==> config.mk <==
export PLATFORM = sky130hd
export DESIGN_NAME = priority_encoder_serializer
export DESIGN_NICKNAME = d
export VERILOG_FILES = /design/src/rtl/priority_encoder_serializer.sv
export SDC_FILE = /design/constraint.sdc
export NUM_CORES = 1
export LEC_CHECK = 0
export CORE_UTILIZATION = 48
export CTS_CLUSTER_SIZE = 8
export DETAILED_ROUTE_END_ITERATION = 10
export PLACE_DENSITY = 0.87
export RECOVER_POWER = 100
export SETUP_SLACK_MARGIN = 0.1
export SYNTH_ARGS = -nofsm -noshare
export SYNTH_HDL_FRONTEND = slang
export SYNTH_SLANG_ARGS = --single-unit
==> constraint.sdc <==
create_clock -name clk -period 4.3 [get_ports clk]
set_input_delay 0.645 -clock clk [delete_from_list [all_inputs] [get_ports clk]]
set_output_delay 0.645 -clock clk [all_outputs]
set_load 0.1 [all_outputs]
==> src/rtl/priority_encoder_serializer.sv <==
// Captures a WIDTH-bit request vector and emits the index of each set bit, one per
// valid/ready handshake. Optional macro PENC_MSB_FIRST_EN drains from the MSB down.
module priority_encoder_serializer #(
    parameter  int WIDTH  = 8,
    localparam int CODE_W = $clog2(WIDTH)
) (
    input  logic              clk,
    input  logic              rst,
    input  logic              load,
    input  logic [WIDTH-1:0]  data,
    output logic              busy,
    output logic              valid,
    input  logic              ready,
    output logic [CODE_W-1:0] code,
    output logic              done,
    output logic              none
);

    typedef enum logic [0:0] {
        IDLE = 1'b0,
        EMIT = 1'b1
    } state_t;

    state_t             state_r;
    state_t             state_s;
    logic [WIDTH-1:0]   pend_r;
    logic [WIDTH-1:0]   pend_s;
    logic               done_r;
    logic               done_s;
    logic               none_r;
    logic               none_s;
    logic [CODE_W-1:0]  sel_s;

    // Index of the bit to serve next; the scan direction sets the drain order.
    function automatic logic [CODE_W-1:0] pick_index(input logic [WIDTH-1:0] vec);
        logic [CODE_W-1:0] idx;
        idx = {CODE_W{1'b0}};
`ifdef PENC_MSB_FIRST_EN
        for (int i = 0; i < WIDTH; i++) begin
            if (vec[i]) begin
                idx = CODE_W'(i);
            end
        end
`else
        for (int i = WIDTH - 1; i >= 0; i--) begin
            if (vec[i]) begin
                idx = CODE_W'(i);
            end
        end
`endif
        return idx;
    endfunction

    // Vector with the bit at position idx cleared.
    function automatic logic [WIDTH-1:0] clear_index(input logic [WIDTH-1:0] vec,
                                                     input logic [CODE_W-1:0] idx);
        logic [WIDTH-1:0] res;
        res = vec;
        for (int i = 0; i < WIDTH; i++) begin
            if (CODE_W'(i) == idx) begin
                res[i] = 1'b0;
            end
        end
        return res;
    endfunction

    assign sel_s = pick_index(pend_r);

    // Next-state, pending-vector update and pulse generation.
    always_comb begin
        state_s = state_r;
        pend_s  = pend_r;
        done_s  = 1'b0;
        none_s  = 1'b0;
        case (state_r)
            IDLE: begin
                if (load) begin
                    if (data != {WIDTH{1'b0}}) begin
                        pend_s  = data;
                        state_s = EMIT;
                    end else begin
                        done_s = 1'b1;
                        none_s = 1'b1;
                    end
                end else begin
                    state_s = IDLE;
                end
            end
            EMIT: begin
                // load is deliberately not looked at here: a busy serializer ignores it.
                if (ready) begin
                    pend_s = clear_index(pend_r, sel_s);
                    if (pend_s == {WIDTH{1'b0}}) begin
                        state_s = IDLE;
                        done_s  = 1'b1;
                    end else begin
                        state_s = EMIT;
                    end
                end else begin
                    pend_s = pend_r;
                end
            end
            default: begin
                state_s = IDLE;
                pend_s  = {WIDTH{1'b0}};
            end
        endcase
    end

    // State, pending bits and the registered done/none pulses.
    always_ff @(posedge clk or posedge rst) begin
        if (rst) begin
            state_r <= IDLE;
            pend_r  <= {WIDTH{1'b0}};
            done_r  <= 1'b0;
            none_r  <= 1'b0;
        end else begin
            state_r <= state_s;
            pend_r  <= pend_s;
            done_r  <= done_s;
            none_r  <= none_s;
        end
    end

    // Handshake outputs are decoded straight from the state register.
    always_comb begin
        busy  = (state_r == EMIT);
        valid = (state_r == EMIT);
        if (state_r == EMIT) begin
            code = sel_s;
        end else begin
            code = {CODE_W{1'b0}};
        end
    end

    assign done = done_r;
    assign none = none_r;

endmodule

==> results by group <==
STA
  – Fmax: 0.301 GHz
  – Final min period: 3330 ps
  – Slew Limit Fails: 0
  – RSZ-0062 raised after global routing: no
  – Hold Violations, Final: 0
  – Relative slew slack: 34.7%
  – Setup_tns: 0 ps
  – Worst-Margin Slew: 977 ps
  – Final worst slack: 973 ps
  – Final setup violation count: 0
  – Skew final: 1.28 ps
  – Final worst path period share: 77.4%

Floorplan
  – Core ar.: 1300 µm²
  – Initial Util: 51.1%
  – Die width: 39.2 µm
  – Num rows: 13
  – Top Ports: 19
  – DIE HEIGHT: 39.2 µm
  – Die area: 1540 µm²

Synth
  – Largest family of logic cells by synthesized area: compound AO/OA/AOI/OAI gates
  – Yosys top cell by area: dfrtp_1
  – Net count after synthesis: 88
  – Ys flop type: dfrtp_1
  – Seq cells post-synth: 11
  – Synth cell count leaders: 11 x dfrtp_1, 10 x o21ai_0, 7 x nand2_1, 5 x a21oi_1
  – Yosys warns: 0
  – Synth area leaders: dfrtp_1 41%, o21ai_0 7.5%, nand2_1 4.0%
  – Post-synthesis compound-gate area fraction: 31.6%
  – Simple-gate share of the synthesized area: 20.2%
  – Post-synthesis xor/xnor area fraction: 0%
  – EDFF count, synth: 0
  – Syn_area_per_cell: 8.74 µm²
  – Most frequent cell after synthesis: dfrtp_1
  – Cell area after synthesis: 664 µm²
  – Register area share after synthesis: 41.4%
  – Synth Area in Adders: 0%
  – Post-synthesis cell count: 76
  – Yosys top cell area share: 41.4%
  – Async SR Flop Fraction: 100%
  – Yosys cell types: 30
  – Mux cell area share after synthesis: 0%

Setup path
  – Crit Path Max Fanout: 7
  – Critical path startpoint category: register
  – Cells along the critical path: or4_4 > nor3_1 > dlygate4sd3_1
  – Critical path class: register to primary output
  – Crit path largest cell delay: 1220 ps
  – Crit-path slowest cell: dlygate4sd3_1
  – Worst Setup End Kind: primary output
  – CP Data Required Time: 3650 ps
  – Arrival time of the worst setup path: 2680 ps

Clock tree
  – Clock transition at path regs: 70 ps
  – Post-CTS resize count: 0
  – Clk root buf: clkbuf_4
  – Worst-Skew Late Latency: 270 ps
  – CTS tree: done
  – CTS Buf Count: 3
  – Level count of the clock H-tree: 1
  – Max Root-Sink Buffers: 2
  – CTS Hold Bufs: 0
  – Setup bufs post-CTS: 0
  – Clock sink count: 11

Hold path
  – Tightest Hold Check Type: register to register

Layout
  – Area of the multi-input gates: 344 µm²
  – Register area: 275 µm²
  – Diode count: 0
  – Share of layout cells above drive strength 1: 7.45%
  – Layout Nets: 107
  – Syn-to-layout area delta: 29.4%
  – Fin util: 66.1%
  – FILL cells: 103

Global routing
  – Vias in the first global route: 622
  – GRT Util Overall: 27.2%
  – Largest net degree at the start of global routing: 13
  – Initial antenna violation count: 0
  – Global-route wire length before repair: 2.70 mm
  – GRT overflow: 0

Route
  – Post-DR wirelength/cell: 14.9 µm
  – Vias/cell: 6.39
  – Post-detailed-route count of antenna-violating nets: 0
  – DR DRC count: 0
  – Final WL: 1.62 mm
  – DR pass1 iterations: 4
  – Drt first-iter violations: 25
  – Routed vias: 696

Outcome
  – Outcome: finished clean

Place
  – Pre-CTS setup slack: 1320 ps
  – Gp weighted congestion: 0.958
  – Placed wire-length estimate: 1.20 mm
  – PortBufs: 18

Flow run
  – Max-cap violations: 0
==> final cells by class <==
cell class,instances,area share [%]
sequential,11,32.0
multi-input combinational,57,40.0
inverter,4,1.75
timing repair buffer,18,21.0
clock buffer,4,3.06
tap,15,2.18
==> per-stage QoR <==
stage                     cell area, µm²  std cells  hold slack [ps]
after global routing                 860        109              621
after floorplan                      664         76              497
after CTS                            860        109              590
after global placement               833        105              564
final                                860        109              596
after detailed placement             833        105              578
==> logic make-up after synthesis <==
group | after synthesis
compound gates | 33
flops | 11
buf+inv | 8
simple gates | 24
==> sequential cells by signal, indices dropped and copies added (netlist names) <==
name,count
pend_r,8
busy,1
done,1
none,1
==> cell usage in the layout (no fill, tap or decap), drive strengths merged, types with 2 or more instances in the layout <==
cell type | Yosys | layout
o21ai | 14 | 14
dfrtp | 11 | 11
clkdlybuf4s50 | 0 | 9
dlygate4sd3 | 0 | 9
nand2 | 7 | 7
a21oi | 6 | 6
inv | 4 | 4
clkbuf | 1 | 4
nor4 | 3 | 3
a22o | 3 | 3
nor2 | 3 | 3
nand2b | 2 | 2
or3 | 2 | 2
o22ai | 2 | 2
a211oi | 2 | 2
nor3 | 2 | 2
==> path summary, 6_finish.rpt <==
path / from / end / slack [ps] / depth (start not counted)
worst max-delay path: pend_r[2] / code[2] / 970 / 3
worst min-delay path: pend_r[6] / pend_r[6] / 600 / 1
worst max register to register: busy / pend_r[3] / 2470 / 4
worst min register to register: pend_r[6] / pend_r[6] / 600 / 1
max in group asynchronous: rst / pend_r[3] / 3220 / 2
min in group asynchronous: rst / pend_r[6] / 790 / 2
==> critical path, delay by kind of cell, from the launching register on <==
kind,cells,cell delay (ps)
flip-flops,1,440
AND/OR/NAND/NOR,2,750
buffers and inverters,1,1220
==> layer usage <==
metal | GRT usage [%] | share of wire, % | up-vias
met3 | 5.20 | 6.4 | 9
met4 | 16.4 | 3.2 | 0
li1 | - | - | 318
met5 | 0 | 0 | -
met2 | 43.8 | 49 | 34
met1 | 33.1 | 41 | 335
Power is left out: the tool's default activity adds up to more than one toggle a clock period on the data nets, which glitch-free logic cannot reach.
